===== src/rtl/op2_pkg.sv =====
// Shared definitions for the operand-2 fetch stage: FSM encoding, shift-type
// codes and the ARM data-processing instruction field positions.
package op2_pkg;

  typedef enum logic [1:0] {
    ST_IDLE  = 2'd0,
    ST_RD_RM = 2'd1,
    ST_RD_RS = 2'd2,
    ST_OUT   = 2'd3
  } op2_state_t;

  // Shift type codes, as they appear in the upper two bits of SHIFT_OP
  localparam logic [1:0] SH_LSL = 2'b00;
  localparam logic [1:0] SH_LSR = 2'b01;
  localparam logic [1:0] SH_ASR = 2'b10;
  localparam logic [1:0] SH_ROR = 2'b11;

  // Instruction field positions
  localparam int I_BIT     = 25;
  localparam int RS_FLAG   = 4;
  localparam int RM_LSB    = 0;
  localparam int RM_MSB    = 3;
  localparam int RS_LSB    = 8;
  localparam int RS_MSB    = 11;
  localparam int ROT_LSB   = 8;
  localparam int ROT_MSB   = 11;
  localparam int IMM8_LSB  = 0;
  localparam int IMM8_MSB  = 7;
  localparam int SHAMT_LSB = 7;
  localparam int SHAMT_MSB = 11;
  localparam int STYP_LSB  = 5;
  localparam int STYP_MSB  = 6;

  localparam logic [3:0] R15 = 4'hF;

endpackage


===== src/rtl/op2_decode.sv =====
// Combinational shifter-operand field extraction. The immediate-form
// Shift_Data and the immediate Shift_Num are produced for every instruction;
// the FSM overwrites them later for register-sourced operands.
module op2_decode
  import op2_pkg::*;
(
  input  logic [31:0] i_inst,
  output logic        o_imm_form,
  output logic [2:0]  o_shift_op,
  output logic [7:0]  o_shift_num,
  output logic [31:0] o_shift_data
);

  logic w_unused;
  assign w_unused = ^{i_inst[31:26], i_inst[24:12]};

  // Split rotate-immediate from shifted-register encodings
  always_comb begin
    o_imm_form   = i_inst[I_BIT];
    o_shift_data = {24'b0, i_inst[IMM8_MSB:IMM8_LSB]};
    if (i_inst[I_BIT]) begin
      o_shift_op  = {SH_ROR, 1'b1};
      o_shift_num = {3'b0, i_inst[ROT_MSB:ROT_LSB], 1'b0};
    end else begin
      o_shift_op  = {i_inst[STYP_MSB:STYP_LSB], i_inst[RS_FLAG]};
      o_shift_num = {3'b0, i_inst[SHAMT_MSB:SHAMT_LSB]};
    end
  end

endmodule


===== src/rtl/operand2_fetch.sv =====
// Operand-2 preparation stage feeding the barrel shifter. Reads Rm and then,
// for register-specified shifts, Rs through a single register-file port and
// presents a registered, handshaked shifter bundle.
module operand2_fetch
  import op2_pkg::*;
#(
  parameter logic [31:0] PC_OFS_IMM = 32'd8,
  parameter logic [31:0] PC_OFS_REG = 32'd12
) (
  input  logic        clk,
  input  logic        rst,
  input  logic        In_Valid,
  output logic        In_Ready,
  input  logic [31:0] Inst,
  input  logic [31:0] PC,
  input  logic        C_In,
  input  logic        Flush,
  output logic        R_En,
  output logic [3:0]  R_Addr,
  input  logic [31:0] R_Data,
  output logic        Out_Valid,
  input  logic        Out_Ready,
  output logic [31:0] Shift_Data,
  output logic [7:0]  Shift_Num,
  output logic [2:0]  SHIFT_OP,
  output logic        Carry_flag
);

  op2_state_t  r_state;
  logic [3:0]  r_rm;
  logic [3:0]  r_rs;
  logic        r_reg_shift;
  logic [31:0] r_pc;
  logic [31:0] r_shift_data;
  logic [7:0]  r_shift_num;
  logic [2:0]  r_shift_op;
  logic        r_carry;

  logic        w_imm_form;
  logic [2:0]  w_shift_op;
  logic [7:0]  w_shift_num;
  logic [31:0] w_shift_data;
  logic        w_accept;
  logic [31:0] w_rm_val;
  logic [31:0] w_rs_val;

  op2_decode u_decode (
    .i_inst       (Inst),
    .o_imm_form   (w_imm_form),
    .o_shift_op   (w_shift_op),
    .o_shift_num  (w_shift_num),
    .o_shift_data (w_shift_data)
  );

  assign In_Ready = (r_state == ST_IDLE) | ((r_state == ST_OUT) & Out_Ready);
  assign w_accept = In_Valid & In_Ready & ~Flush;

  // R15 reads see the pipelined PC; the offset depends on the operand form
  assign w_rm_val = (r_rm == R15) ? (r_pc + (r_reg_shift ? PC_OFS_REG : PC_OFS_IMM)) : R_Data;
  assign w_rs_val = (r_rs == R15) ? (r_pc + PC_OFS_REG) : R_Data;

  assign R_En       = (r_state == ST_RD_RM) | (r_state == ST_RD_RS);
  assign R_Addr     = (r_state == ST_RD_RM) ? r_rm :
                      (r_state == ST_RD_RS) ? r_rs : 4'd0;
  assign Out_Valid  = (r_state == ST_OUT);
  assign Shift_Data = r_shift_data;
  assign Shift_Num  = r_shift_num;
  assign SHIFT_OP   = r_shift_op;
  assign Carry_flag = r_carry;

  // Fetch FSM: accept, read Rm, optionally read Rs, then hold the bundle
  always_ff @(posedge clk or posedge rst) begin
    if (rst) begin
      r_state      <= ST_IDLE;
      r_rm         <= 4'd0;
      r_rs         <= 4'd0;
      r_reg_shift  <= 1'b0;
      r_pc         <= 32'd0;
      r_shift_data <= 32'd0;
      r_shift_num  <= 8'd0;
      r_shift_op   <= 3'd0;
      r_carry      <= 1'b0;
    end else if (Flush) begin
      r_state <= ST_IDLE;
    end else if (w_accept) begin
      r_rm         <= Inst[RM_MSB:RM_LSB];
      r_rs         <= Inst[RS_MSB:RS_LSB];
      r_reg_shift  <= Inst[RS_FLAG];
      r_pc         <= PC;
      r_carry      <= C_In;
      r_shift_op   <= w_shift_op;
      r_shift_num  <= w_shift_num;
      r_shift_data <= w_shift_data;
      r_state      <= w_imm_form ? ST_OUT : ST_RD_RM;
    end else begin
      case (r_state)
        ST_RD_RM: begin
          r_shift_data <= w_rm_val;
          r_state      <= r_reg_shift ? ST_RD_RS : ST_OUT;
        end
        ST_RD_RS: begin
          r_shift_num <= w_rs_val[7:0];
          r_state     <= ST_OUT;
        end
        ST_OUT: begin
          if (Out_Ready) r_state <= ST_IDLE;
        end
        default: r_state <= ST_IDLE;
      endcase
    end
  end

endmodule


===== config.mk =====
export PLATFORM = sky130hd
export DESIGN_NAME = operand2_fetch
export DESIGN_NICKNAME = d
export VERILOG_FILES = /design/src/rtl/op2_pkg.sv /design/src/rtl/op2_decode.sv /design/src/rtl/operand2_fetch.sv
export SDC_FILE = /design/constraint.sdc
export NUM_CORES = 1
export LEC_CHECK = 0
export CORE_UTILIZATION = 35
export DETAILED_ROUTE_END_ITERATION = 6
export DONT_BUFFER_PORTS = 1
export PLACE_DENSITY = 0.47
export REMOVE_ABC_BUFFERS = 1
export SLEW_MARGIN = 20
export SYNTH_ARGS = -nofsm -noshare
export SYNTH_HDL_FRONTEND = slang
export SYNTH_SLANG_ARGS = --single-unit

===== constraint.sdc =====
create_clock -name clk -period 6.4 [get_ports clk]
set_input_delay 1.92 -clock clk [delete_from_list [all_inputs] [get_ports clk]]
set_output_delay 1.92 -clock clk [all_outputs]
set_load 0.1 [all_outputs]

==> results.md, run 1 <==
- Worst clock skew: 3.78 ps
- Worst path cell trace: a21o_1
- Effective utilization at floorplan: 36.4%
- Internal power: 1.17 mW
- Crit path capture type: primary output
- Max-cap viol count: 0
- Library cells used by synthesis: 46
- Fmax: 219 MHz
- Io pins: 153
- CP Class: input port to primary output
- Slowest-stage cell, CP: a21o_1
- R2R cell count: 7
- Primary FF master, synth: dfrtp_1
- RSZ-0062 raised after global routing: no
- Gpl congestion: 0.736
- Share of cells above drive strength 1: 6.09%
- Non-Filler Instances: 661
- Rel. slew slack: 25.7%
- Hold Slack: 509 ps
- Post-DP HPWL: 8460 um
- Largest area contributor in the netlist: dfrtp_1
- Setup bufs post-CTS: 0
- Reg2Reg Setup Slack: 2420 ps
- Clock power share: 20.4%
- Nets: 598
- DRT antenna net count: 0
- Minimum clock period: 4570 ps
- Origin of the critical flop-to-flop path: r_state[0]$_DFFE_PP0P_
- Worst Path Arrival: 2650 ps
- Tightest Pin Transition: 1110 ps
- Setup violators final: 0
- Leak: 2.09 nW
- CTS H-tree lvls: 3
- Placeable Area: 0.0122 mm2
- 1st-iter DRT viols: 179
- Placed insts: 646
- Count of cells resized by post-cts repair: 0
- Total track usage: 19.9%
- Die area: 0.0131 mm2
- Chip Width: 114 um
- Largest net degree at the start of global routing: 53
- Switch share: 52.7%
- Pre-antenna DRT Iters: 4
- Total power divided by cell area: 511 mW/mm2
- Hold WC Path Type: flop to flop
- Biggest cell delay along the critical path: 730 ps
- Wire per inst: 18.8 um
- Hold Vio Cnt, Final: 0
- CP startpoint kind: input port
- Area growth, synth to finish: 8.96%
- Vias in the first global route: 3,341
- Switching power: 1.30 mW
- First-pass GRT wire length: 19,200 um
- Ys async rst share: 100%
- Fin crit share: 71.4%
- Yosys top cell area share: 49.2%
- Row count: 40
- Status: finished clean
- Dpl cell area: 0.00454 mm2
- Root buf cell: clkbuf_16
- Synth top cells by count: nand2_1 (150), dfrtp_1 (87), o21ai_0 (49), nor2_1 (32), clkbuf_1 (25)
- Top-count cell post-synth: nand2_1
- Clock sink total: 87
- Cts hold-fix bufs: 0
- Clk slew on worst S/H paths: 60 ps
- Filler cells: 1,272
- Family with the most delay on the worst path: compound AO/OA/AOI/OAI gates
- Design Area, Final: 0.00482 mm2
- Drt via density: 5.24
- Maximum vdd drop: 0.000165 V
- Total CTS buffers: 9
- Seq pwr share: 60.9%
- Initial antenna violation count: 0
- Die Y-Extent: 114 um
- Yosys reg bits: 87
- Post-route setup TNS: 0 ps
- DR vias: 3,461
- Worst reg2reg path endpoint: SHIFT_OP[1]$_DFFE_PP0P_
- Total Wirelength: 12,400 um
- Peak fanout along the critical path: 4
- Post-synthesis sequential area ratio: 49.2%
- Buffers on Ports: 0
- Post-synth EDFFs: 0
- Hold Path Sink: r_rs[3]$_DFFE_PP0P_
- DRC errors left: 0
- CTS tree: done
- Diode count: 0
- Syn Std Cell Area: 0.00442 mm2
- Syn avg cell area: 8.73 um2
- Critical hold path startpoint: r_rs[3]$_DFFE_PP0P_
- Skew-Pair Late Insertion Delay: 350 ps
- Synthesized instance count: 507
- Final Max Tran Viols: 0
- Max Root-Sink Buffers: 2
- Yosys warnings: 0
- CP required: 4480 ps
- Overflow after GRT: 0
- Power share of the combinational group: 18.7%
- Buffers and inverters on the worst path: 0
- Worst hold path cell count: 2
- Ranking of synthesized cells by area: dfrtp_1 (49%), nand2_1 (13%), o21ai_0 (5.5%)
## routing by layer
layer | global-route usage [%] | share of wire (%)
met1 | 25.9 | 44
met2 | 31.2 | 47
met3 | 5.51 | 7.5
met4 | 8.05 | 1.5
met5 | 0 | 0
## sequential cells by signal, summed over array words and instances (netlist names)
signal / cells
r_reg_shift: 1
Shift_Data: 32
Carry_flag: 1
r_rs: 4
r_state: 2
r_rm: 4
Shift_Num: 8
SHIFT_OP: 3
r_pc: 32
## final cells by class
class | instances | area (um2) | area share, %
timing repair buffer | 2 | 15.0 | 0.311
sequential | 87 | 2180 | 45.2
multi-input combinational | 377 | 2090 | 43.4
clock buffer | 15 | 278 | 5.76
inverter | 12 | 46.3 | 0.960
tap | 168 | 210 | 4.36
## cell usage in the layout (no fill, tap or decap), types with 2 or more instances in the layout
master / instances
nand2_1: 150
dfrtp_1: 87
o21ai_0: 45
nor2_1: 30
a21oi_1: 18
xnor2_1: 17
a22oi_1: 16
xor2_1: 13
inv_1: 11
clkbuf_16: 9
nand3_1: 7
ha_1: 7
a22o_1: 6
a211oi_1: 5
nand4_1: 5
a221o_1: 5
nor3_1: 5
nor2b_1: 4
and4_1: 4
o21ai_2: 4
mux2i_1: 3
o21ai_1: 3
clkbuf_1: 3
clkbuf_8: 3
or2_2: 2
nand3b_1: 2
o211ai_1: 2
a32oi_1: 2
or4_4: 2
or3_1: 2
a31oi_1: 2
buf_4: 2
## cell families (layout without fill, tap and decap cells)
| family | count (synthesis) | count (layout) | share of synthesized area [%] |
|---|---|---|---|
| buffers and inverters | 43 | 29 | 4.02 |
| XOR/XNOR | 30 | 30 | 5.94 |
| adder cells (fa/ha/maj) | 7 | 7 | 1.98 |
| AND/OR/NAND/NOR | 223 | 223 | 21.7 |
| AO/OA/AOI/OAI | 113 | 113 | 16.2 |
| multiplexers | 4 | 4 | 0.933 |
| flip-flops | 87 | 87 | 49.2 |
## power by group through the flow
stage	combinational (mW)	clock, mW	sequential (mW)
final	0.461	0.503	1.50
after global routing	0.524	0.543	1.53
after CTS	0.469	0.519	1.50
after detailed placement	0.466	0	1.51
after global placement	0.458	0	1.51
after floorplan	0.383	0	1.46
## worst max path at each step
stage	from	end	slack, ps	cells past startpoint
4_1_cts	Out_Ready	In_Ready	1830	1
3_3_place_gp	Out_Ready	In_Ready	1840	1
3_5_place_dp	Out_Ready	In_Ready	1830	1
6_report	Out_Ready	In_Ready	1830	1
2_1_floorplan	Out_Ready	Shift_Num[0]$_DFFE_PP0P_	1130	4
5_1_grt	Out_Ready	In_Ready	1820	1
## stage by stage
stage | utilization [%] | total power [mW] | setup WS, ps
3_3_place_gp | 37.3 | 1.97 | 1840
4_1_cts | 39.6 | 2.49 | 1830
3_5_place_dp | 37.4 | 1.98 | 1830
5_1_grt | 39.6 | 2.59 | 1820
2_1_floorplan | - | 1.84 | 1130
6_report | 39.6 | 2.47 | 1830
Note: power is estimated with default switching activity, not from simulation.
==> run 2, diff against run 1 <==
- clock period: 6.4 -> 4.6 ns (I/O delays scaled with it)
==> run 2 against run 1 <==
Global-route usage up 0.50 points. Cell area up 1.5%. Setup slack got worse by 700 ps. Clock power grew 57%. Total power is 43% higher. Via count is 0.43% higher. Critical path type is now flop to primary output.
==> results.md, run 2 (synthesis results as in run 1) <==
- Worst reg2reg path endpoint: Shift_Data[28]$_DFFE_PP0P_
- Worst Path Arrival: 2090 ps
- Total CTS buffers: 9
- Max Root-Sink Buffers: 2
- Die Y-Extent: 114 um
- Multi-input gate area: 0.00209 mm2
- Crit path capture type: primary output
- Placeable Area: 0.0122 mm2
- Slowest-stage cell, CP: o21ai_2
- Count of cells resized by post-cts repair: 0
- CP Class: flop to primary output
- Post-route setup TNS: 0 ps
- Total power divided by cell area: 720 mW/mm2
- Wl on met1: 5500 um
- Chip Width: 114 um
- Buffers and inverters on the worst path: 1
- RSZ-0062 raised after global routing: no
- Largest net degree at the start of global routing: 43
- Gpl congestion: 0.760
- Rel. slew slack: 26.3%
- R2R cell count: 8
- Fin crit share: 75.4%
- Cts hold-fix bufs: 0
- Clock sink total: 87
- Post-place setup slack: 1380 ps
- CTS tree: done
- Setup violators final: 0
- Fmax: 288 MHz
- Hold Slack: 502 ps
- Clk slew on worst S/H paths: 60 ps
- Minimum clock period: 3470 ps
- Setup ws final: 1130 ps
- Peak fanout along the critical path: 11
- Diode count: 0
- Worst hold path cell count: 2
- 1st-iter DRT viols: 186
- Sequential Area: 0.00218 mm2
- Filler cells: 1,226
- Nets: 603
- Non-Filler Instances: 666
- First-pass GRT wire length: 19,900 um
- Hold Path Sink: r_rs[3]$_DFFE_PP0P_
- Die area: 0.0131 mm2
- Reg2Reg Setup Slack: 1860 ps
- Total track usage: 20.4%
- Status: finished clean
- DRT antenna net count: 0
- Family with the most delay on the worst path: compound AO/OA/AOI/OAI gates
- Skew-Pair Late Insertion Delay: 350 ps
- Total Wirelength: 12,300 um
- Root buf cell: clkbuf_16
- Final Max Tran Viols: 0
- Origin of the critical flop-to-flop path: r_pc[2]$_DFFE_PP0P_
- Row count: 40
- Drt via density: 5.22
- Overflow after GRT: 0
- Initial antenna violation count: 0
- CP required: 3220 ps
- CP startpoint kind: flop
- Uppermost layer routed: met4
- Maximum vdd drop: 0.000195 V
- DRC errors left: 0
- Most common cell after layout, fill and taps aside: nand2_1
- Pre-antenna DRT Iters: 5
- WL met3: 801 um
- Critical hold path startpoint: r_rs[3]$_DFFE_PP0P_
- Share of cells above drive strength 1: 7.23%
- Hold WC Path Type: flop to flop
- Wire per inst: 18.5 um
- Buffers on Ports: 0
- Placed insts: 651
- Metal2 WL: 5850 um
- Area growth, synth to finish: 10.5%
- Max-cap viol count: 0
- Vias in the first global route: 3,511
- Worst path cell trace: inv_1 -> ha_1 -> o21ai_2
- Worst setup startpoint: r_state[1]$_DFFE_PP0P_
- Biggest cell delay along the critical path: 930 ps
- Tightest Pin Transition: 1100 ps
- Leak: 2.14 nW
- Io pins: 153
- Effective utilization at floorplan: 36.4%
- Hold Vio Cnt, Final: 0
- Commonest cells after routing, fill and taps aside: nand2_1 (150), dfrtp_1 (87), o21ai_0 (45), nor2_1 (31), a21oi_1 (18)
- Worst clock skew: 5.90 ps
- CTS H-tree lvls: 3
- DR vias: 3,476
- Setup bufs post-CTS: 0
- Post-DP HPWL: 8630 um
[run 2: final cells by class]
class,count,share of cell area (%)
Clock inverter,4,1.43
Tap cell,168,4.30
Inverter,12,0.947
Clock buffer,11,4.96
Multi-Input combinational cell,377,42.8
Sequential cell,87,44.5
Timing Repair Buffer,7,1.07
[run 2: worst register-to-register path, stage by stage (launching register included)]
cell and delay [ps]:
dfrtp_1 450, ha_1 310, inv_1 70, ha_1 210, nand4b_1 280, or4_1 770
nor3_1 290, xnor2_1 150, o21ai_1 70
[run 2: per-stage QoR]
step / power, mW / util, % / cell area [um2]
floorplan: 2.56 / - / 4290
global placement: 2.74 / 37.6 / 4580
detailed placement: 2.76 / 37.6 / 4580
CTS: 3.56 / 40.2 / 4890
global route: 3.71 / 40.2 / 4890
finish: 3.52 / 40.2 / 4890
[run 2: how the worst max path moves through the flow]
stage / end / slack (ps) / depth (start not counted)
2_1_floorplan: Shift_Num[0]$_DFFE_PP0P_ / -130 / 4
3_3_place_gp: In_Ready / 1380 / 2
3_5_place_dp: In_Ready / 1380 / 2
4_1_cts: R_Addr[0] / 1100 / 3
5_1_grt: R_Addr[1] / 1030 / 3
6_report: R_Addr[0] / 1130 / 3
[run 2: power by group]
group / internal [mW] / total [mW] / switching [mW]
logic: 0.240 / 0.648 / 0.408
registers: 0.981 / 2.09 / 1.11
clock network: 0.486 / 0.788 / 0.302
[run 2: routing by layer]
metal  up-vias  global-route usage (%)
met5         -                       0
met4         0                    7.79
met3        10                    5.45
met2        75                    31.8
met1      1698                    27.0
li1       1693                       -
